$ cat config.mk
export PLATFORM = sky130hd
export DESIGN_NAME = ram_loader
export DESIGN_NICKNAME = d
export VERILOG_FILES = /design/src/rtl/ram_loader.sv
export SDC_FILE = /design/constraint.sdc
export NUM_CORES = 1
export LEC_CHECK = 0
export BUFFER_PORTS_ARGS = -buffer_cell sky130_fd_sc_hd__buf_2
export CORE_ASPECT_RATIO = 1.25
export CORE_UTILIZATION = 54
export CTS_BUF_LIST = sky130_fd_sc_hd__clkbuf_16
export DETAILED_ROUTE_END_ITERATION = 8
export PLACE_DENSITY = 0.81
export SLEW_MARGIN = 20
export SYNTH_ARGS = -nofsm -noshare
export SYNTH_HDL_FRONTEND = slang
export SYNTH_SLANG_ARGS = --single-unit
$ cat constraint.sdc
create_clock -name clk -period 2.9 [get_ports clk]
set_input_delay 0.435 -clock clk [delete_from_list [all_inputs] [get_ports clk]]
set_output_delay 0.435 -clock clk [all_outputs]
set_load 0.1 [all_outputs]
$ cat src/rtl/ram_loader.sv
// Loads a byte stream into the program RAM, checks the trailing checksum byte,
// then reads the RAM back and compares the read-back sum with the written sum.
module ram_loader #(
    parameter int DEPTH  = 16,
    parameter int ADDR_W = 4
) (
    input  logic              clk,
    input  logic              rst,
    input  logic              start,
    input  logic              in_valid,
    input  logic [7:0]        in_data,
    output logic              in_ready,
    output logic [ADDR_W-1:0] mem_address,
    output logic              ri,
    output logic              ro,
    output logic [7:0]        mem_wdata,
    input  logic [7:0]        mem_rdata,
    output logic              busy,
    output logic              done,
    output logic              xfer_err,
    output logic              verify_err
);

    typedef enum logic [2:0] {
        IDLE,
        LOAD,
        CHECK,
        VERIFY,
        DONE
    } state_t;

    localparam logic [ADDR_W-1:0] LAST = ADDR_W'(DEPTH - 1);

    state_t            state;
    logic [ADDR_W-1:0] ptr;
    logic [7:0]        wsum;
    logic [7:0]        rsum;
    logic [7:0]        wsum_next;
    logic [7:0]        rsum_next;

    assign wsum_next = wsum + in_data;
    assign rsum_next = rsum + mem_rdata;

    always_ff @(posedge clk) begin
        if (rst) begin
            state      <= IDLE;
            ptr        <= '0;
            wsum       <= '0;
            rsum       <= '0;
            xfer_err   <= 1'b0;
            verify_err <= 1'b0;
        end else begin
            case (state)
                IDLE, DONE: begin
                    if (start) begin
                        state      <= LOAD;
                        ptr        <= '0;
                        wsum       <= '0;
                        rsum       <= '0;
                        xfer_err   <= 1'b0;
                        verify_err <= 1'b0;
                    end
                end
                LOAD: begin
                    if (in_valid) begin
                        wsum <= wsum_next;
                        ptr  <= ptr + 1'b1;
                        if (ptr == LAST) begin
                            state <= CHECK;
                        end
                    end
                end
                // The checksum byte makes the stream sum to zero when intact.
                CHECK: begin
                    if (in_valid) begin
                        xfer_err <= (wsum_next != 8'h00);
                        state    <= VERIFY;
                    end
                end
                VERIFY: begin
                    rsum <= rsum_next;
                    ptr  <= ptr + 1'b1;
                    if (ptr == LAST) begin
                        verify_err <= (rsum_next != wsum);
                        state      <= DONE;
                    end
                end
                default: state <= IDLE;
            endcase
        end
    end

    // RAM strobes are combinational so each byte lands on the accepting edge.
    always_comb begin
        in_ready    = (state == LOAD) || (state == CHECK);
        ri          = (state == LOAD) && in_valid;
        ro          = (state == VERIFY);
        mem_address = ptr;
        mem_wdata   = (state == LOAD) ? in_data : 8'h00;
        busy        = (state == LOAD) || (state == CHECK) || (state == VERIFY);
        done        = (state == DONE);
    end

endmodule
Yosys cells after proc, flatten, opt, wreduce, memory -nomap -nowiden

Index checks and enable logic that the tools add are counted.

Add/sub/neg operators: 3
Equality and inequality tests: 11
Multiplexer cells: 19
Reductions and logical operators: 16

Operator list:

| cell                                                                    | number |
|---|---|
| 8-bit one-hot mux with 2 select lines                                   | 2 |
| 8-bit two-way mux                                                       | 3 |
| 8-bit adder                                                             | 2 |
| 3-bit two-way mux                                                       | 5 |
| 3-bit one-hot mux with 4 select lines                                   | 1 |
| 4-bit one-hot mux with 3 select lines                                   | 1 |
| 3-bit AND reduction                                                     | 4 |
| 4-bit two-way mux                                                       | 2 |
| 2-bit inequality test, second input constant                            | 4 |
| 8-bit inequality test                                                   | 1 |
| 8-bit nonzero test                                                      | 1 |
| 3-bit by 2-bit == test with 1-bit output, second input constant         | 2 |
| 2-bit nonzero test                                                      | 3 |
| 5-bit AND reduction                                                     | 1 |
| 4-bit by 1-bit adder with 4-bit output, second input constant           | 1 |
| 4-bit == test, second input constant                                    | 1 |
| 1-bit one-hot mux with 2 select lines                                   | 2 |
| 3-bit by 1-bit == test with 1-bit output, second input constant         | 1 |
| 3-bit == test, second input constant                                    | 1 |
| 3-bit logical NOT                                                       | 1 |
| 1-bit two-way mux                                                       | 3 |
| 3-bit nonzero test                                                      | 1 |
| 1-bit logical OR                                                        | 2 |
| 2-bit by 1-bit inequality test with 1-bit output, second input constant | 1 |
| 3 further kinds                                                         | 3 |

Bits in registers: 25
Input port bits: 20
Output and inout bits: 19
Word-level logic and storage cells: 55

Logic depth before layout (Yosys ltp)

Gate-level depths: netlist (run 1).

Word-level depth: 4
Gate-level depth with buffers: 8
Depth with buffers taken out: 8

Least setup slack after synthesis (run 1)

No wires, ideal clock.

Kind: reg2out
Start point: register state[1]
End point: output port done
Arrival: 2.662 ns
Data required time: 2.465 ns
Slack: -0.197 ns
Stages on the path, launching flop included: 3
Path buffers: 1
Cells stage by stage: dfxtp_1 -> buf_1 -> nor3_1

Cells in the longest elaborated chain, start to end: 1

Ends and longest elaborated chain:

| item                     | RTL line | text |
|---|---|---|
| start: declaration       | 34       | `state_t state;` |
| start signal: assignment | 46       | `state <= IDLE;` |
| start signal: assignment | 56       | `state <= LOAD;` |
| start signal: assignment | 69       | `state <= CHECK;` |
| 3-bit == test            | 101      | `done = (state == DONE);` |
| end: declaration         | 19       | `output logic done,` |

Every way passes these cells.

Final worst setup path (run 1)

Start point: register state[0]
End point: output port ri

Cells in the longest elaborated chain, start to end: 2

Ends and longest elaborated chain:

| item                                     | RTL line | text |
|---|---|---|
| 3-bit by 1-bit == test with 1-bit output | 96       | `ri = (state == LOAD) && in_valid;` |
| 1-bit logical AND                        | 96       |  |
| end: declaration                         | 14       | `output logic ri,` |

Every way passes these cells.

==> results of run 1 <==
worst min-delay path, delay by kind of cell, from the launching register on:
kind / cells / cell delay, ns
AO/OA/AOI/OAI: 1 / 0.05
flip-flops: 1 / 0.32
AND/OR/NAND/NOR: 1 / 0.05
power groups by stage:
| stage | sequential [uW] | combinational, uW | clock (uW) |
|---|---|---|---|
| after floorplan | 370 | 175 | 0 |
| after global placement | 368 | 222 | 0 |
| after detailed placement | 368 | 225 | 0 |
| after CTS | 360 | 226 | 310 |
| after global routing | 361 | 246 | 325 |
| final | 360 | 227 | 303 |
registers in the layout, summed over array words and instances (netlist names):
name,flops
xfer_err,1
rsum,8
mem_address,4
state,3
verify_err,1
wsum,8
cell families after synthesis:
family | count (synthesis) | synth area share
and+or+nand+nor | 97 | 0.268
AOI/OAI and AO/OA | 60 | 0.206
adders and majority gates | 17 | 0.124
DFF | 25 | 0.273
xor gates and xnor gates | 20 | 0.104
buffers and inverters | 11 | 0.0253
how the worst max path moves through the flow:
stage / endpoint / slack, ns
finish: ri / 0.48
global route: ri / 0.34
CTS: ri / 0.48
detailed placement: verify_err$_SDFFE_PP0P_ / 0.49
global placement: verify_err$_SDFFE_PP0P_ / 0.57
floorplan: in_ready / 0.44
final cells by class:
| class | instances | area [sq um] | share of cell area |
|---|---|---|---|
| multi-input cells | 194 | 1290 | 0.607 |
| inverters | 3 | 11.3 | 0.00530 |
| clock buffers | 3 | 75.1 | 0.0353 |
| clock inverters | 1 | 5.00 | 0.00235 |
| repair buffers | 39 | 198 | 0.0930 |
| flip-flops and latches | 25 | 500 | 0.235 |
| well taps | 37 | 46.3 | 0.0218 |
per-layer routing:
layer  global-route usage  part of all wire  up-vias
met5                    0                 0        -
met4               0.0833             0.017        0
met3               0.0297             0.033        7
met2                0.468              0.51       39
met1                0.294              0.44      817
li1                     -                 -      898
stage by stage:
step | utilization | area (sq um) | setup WS, ns
final | 0.660 | 2130 | 0.479
after global routing | 0.660 | 2130 | 0.338
after CTS | 0.660 | 2130 | 0.483
after detailed placement | 0.635 | 2050 | 0.490
after global placement | 0.635 | 2050 | 0.567
after floorplan | - | 1840 | 0.442
cell usage in the layout (no fill, tap or decap), types with 6 or more instances in the layout:
master / synthesis / final
a21oi_1: 25 / 25
nand3_1: 11 / 11
buf_2: 1 / 38
ha_1: 15 / 15
nor3_1: 9 / 8
and2_1: 9 / 9
xor2_1: 6 / 6
nor2_1: 27 / 27
dfxtp_1: 25 / 25
nand2_1: 17 / 17
a22oi_1: 8 / 8
xnor2_1: 13 / 13
==> metrics.txt, run 1 <==
status complete, no violations; initial antenna violation count 0; Die ar. 0.00363 sq mm; synth top area cells dfxtp_1 (27%), ha_1 (10%), a21oi_1 (6.8%); residual DRC count 0; cell count after synthesis 230; Final setup viols 0; HP Class flip-flop to flip-flop; Global Route Usage Sum 0.254; Initial Utilization 0.568; Fill cells 311; Net Sw Power 285 uW; final hold viol count 0; Peak VDD IR 0.000300 V; die height 67.1 um; top cells by count, synth nor2_1 (27), a21oi_1 (25), dfxtp_1 (25); worst hold slack 0.470 ns; Slew @ Worst Pin 0.742 ns; core area 0.00322 sq mm; row count 23; Cell Pwr Density 419 mW/mm^2; Die Span X 54.1 um; Sum Neg Setup Slack 0 ns; Seq/Total Area, Yosys 0.273; synthesized area 0.00183 sq mm; Clock Path Buffers 2; R2R Path Start state[1]$_SDFFE_PP0P_; synthesis-to-finish area growth 16.1%; Final Cycle Share 0.835; EDFF count, synth 0; min Tclk post-route 2.42 ns; Buf/Inv on CP 2; nets@finish 303; r2r setup slk 0.62 ns; vias in the first global route 1628; # resized after CTS 0; total setup buffers inserted after CTS 0; Reg power frac 0.405; fraction of registers with async set/reset 0; register bit total from synthesis 25; Port Buf Inserts 38; fin cells 302; HPWL Detailed 3.07 mm; Synth cell types 47; min-delay src rsum[7]$_SDFFE_PP0P_; IO Count 39; critical-path cell list nand2_2, nor2_2, nand2_1, inv_2, buf_2; P_leak 0.000944 uW; WL/cell 13.5 um; Clk pwr share 0.340; max cap viols 0; Reg clk slew, reported paths 0.06 ns; top cell type's share of synthesized area 0.273; Hold EP rsum[7]$_SDFFE_PP0P_; Synth Area per Inst 7.96 sq um; layout cell share with drive strength beyond 1 0.185; H-tree lvl count 1; critical path launch point type flip-flop; Syn Nets 267; Rel. slew slack 0.505; antenna-violating nets left 0; routability cong. 0.920; RSZ-0062 raised after global routing no; vias 1761; CTS Sinks 25; drt pass-1 iters 4; global-route wire length before repair 6.83 mm; Comb pwr share 0.255; Sw Share 0.320; max incr delay on CP 0.53 ns; cts bufs inserted 3; total gr overflow 0; Antenna Cells 0; worst clock skew 0.00211 ns; FMAX 413 MHz; element type at the critical path end output pin; CP max FO 10; total wire length 4.07 mm; DR iter-0 viols 47; Reg-to-Reg End verify_err$_SDFFE_PP0P_; number of synthesis warnings 0; clk root buf clkbuf_16; dpl cells 298; vias per inst 5.83; crit path DAT 1.99 ns; hold depth 2; Levels on crit path 5; hold_buf cts 0; Yosys top cell by area dfxtp_1; most frequent cell after synthesis nor2_1; WS Path Type flip-flop to output pin; worst skew pair latency 0.26 ns; Int Power 606 uW; CP Data Required Time 2.47 ns; largest net degree at the start of global routing 27; Reg2Reg Depth 6; CTS tree yes; total power 890 uW; CP startpoint state[0]$_SDFFE_PP0P_; Max stage delay cell, worst path dfxtp_1; top_reg_cell synth dfxtp_1; fin. max-slew vios 0; Top delay family on crit path buffers and inverters
Power figures use the tool's default switching activity.
==> inputs of run 2 (changes only) <==
==> constraint.sdc (replaced) <==
create_clock -name clk -period 2.4 [get_ports clk]
set_input_delay 0.36 -clock clk [delete_from_list [all_inputs] [get_ports clk]]
set_output_delay 0.36 -clock clk [all_outputs]
set_load 0.1 [all_outputs]
==> run 2 against run 1 <==
Net effect: worst hold slack worse by 0.037 ns; die area stayed put; global-route usage shrank 0.56 points; clock skew about the same; register-to-register slack lost 0.45 ns; first-iteration DRC count is 40% higher; power rose by 22%; clock power increased by 22%; cell area grew 1.8%; count of clock-buffer cells in the layout unchanged; cell count is 0.99% higher; critical path depth decreased by 1; critical path type unchanged.
==> metrics.txt, run 2 (synthesis gave the netlist of run 1 again) <==
critical path launch point type flip-flop; met2 WL post-DR 2.07 mm; total power 1080 uW; initial antenna violation count 0; cts bufs inserted 3; Die ar. 0.00363 sq mm; vias 1733; Global Route Usage Sum 0.249; FMAX 446 MHz; CTS Sinks 25; max cap viols 0; M1 WL 1.75 mm; Peak VDD IR 0.000508 V; Port Buf Inserts 38; Final setup viols 0; DR iter-0 viols 66; element type at the critical path end output pin; vias in the first global route 1548; total gr overflow 0; layout cell share with drive strength beyond 1 0.194; Initial Utilization 0.568; min Tclk post-route 2.24 ns; die height 67.1 um; commonest non-fill, non-tap cell in the layout buf_2; Slew @ Worst Pin 0.494 ns; met3 WL 126 um; row count 23; CP max FO 10; Buf/Inv on CP 1; total wire length 4.02 mm; worst clock skew 0.00170 ns; Reg clk slew, reported paths 0.06 ns; Max stage delay cell, worst path dfxtp_1; Sum Neg Setup Slack 0 ns; Cell Pwr Density 501 mW/mm^2; residual DRC count 0; HP Class input pin to flip-flop; HPWL Detailed 3.04 mm; max incr delay on CP 0.54 ns; P_leak 0.000962 uW; Final Cycle Share 0.934; CP Data Required Time 2.04 ns; H-tree lvl count 1; synthesis-to-finish area growth 18.1%; Clock Path Buffers 2; worst skew pair latency 0.26 ns; WL/cell 13.2 um; hold_buf cts 0; Rel. slew slack 0.673; nets@finish 306; WS Path Type flip-flop to output pin; fin. max-slew vios 0; CTS tree yes; global-route wire length before repair 6.56 mm; Antenna Cells 0; core area 0.00322 sq mm; IO Count 39; largest net degree at the start of global routing 27; routability cong. 0.888; clk root buf clkbuf_16; Die Span X 54.1 um; drt pass-1 iters 4; RSZ-0062 raised after global routing no; # resized after CTS 0; most frequent cells in the layout buf_2 (37), nor2_1 (27), a21oi_1 (25), dfxtp_1 (25), nand2_1 (17); final hold viol count 0; status complete, no violations; highest metal layer with signal wires met4; total setup buffers inserted after CTS 0; critical-path cell list nand2_2, nor2_2, and2_1, buf_2; vias per inst 5.68; crit path DAT 1.88 ns; antenna-violating nets left 0; Top delay family on crit path simple AND/OR/NAND/NOR gates
## run 2: cell types whose count changed in the layout (fill, tap and decap cells not counted), sizes merged
| cell | before | now |
|---|---|---|
| buf | 39 | 42 |
## run 2: routing by layer
metal,track usage,vias up
met3,0.0320,7
met5,0,-
met2,0.438,28
li1,-,913
met1,0.295,785
met4,0.0994,0
## run 2: area by class of cell
class | count | area (sq um)
clock buffer | 3 | 75.1
clock inverter | 1 | 5.00
fill | 300 | 1060
inverter | 3 | 11.3
multi-input combinational | 194 | 1290
sequential | 25 | 500
tap | 37 | 46.3
timing repair buffer | 42 | 235
## run 2: worst min-delay path, stage by stage
cell      delay, ns
buf_2          0.12
nand2b_1       0.11
a21oi_1        0.06
## run 2: stage by stage
stage | hold WS [ns] | util | cells | setup slack, ns | area [sq um]
after floorplan | 0.449 | - | 230 | 0.00749 | 1840
after global placement | 0.457 | 0.646 | 301 | 0.139 | 2080
after detailed placement | 0.472 | 0.646 | 301 | 0.0650 | 2080
after CTS | 0.425 | 0.671 | 305 | 0.132 | 2160
after global routing | 0.463 | 0.671 | 305 | 0.00480 | 2160
final | 0.433 | 0.671 | 305 | 0.158 | 2160
## run 2: where the power goes
part	internal [uW]	leakage, uW	switching, uW
Combinational	89.3	0.000719	190
Sequential	423	0.000202	11.6
Clock	225	0.0000409	146
Total	737	0.000962	347
## run 2: path summary, 6_finish.rpt
kind / from / endpoint / slack, ns / cells past startpoint
setup reg to reg: rsum[0]$_SDFFE_PP0P_ / verify_err$_SDFFE_PP0P_ / 0.17 / 8
hold reg to reg: rsum[7]$_SDFFE_PP0P_ / rsum[7]$_SDFFE_PP0P_ / 0.48 / 2
hold / removal: start / state[2]$_SDFFE_PP0P_ / 0.43 / 3
setup / recovery: state[0]$_SDFFE_PP0P_ / mem_wdata[0] / 0.16 / 4
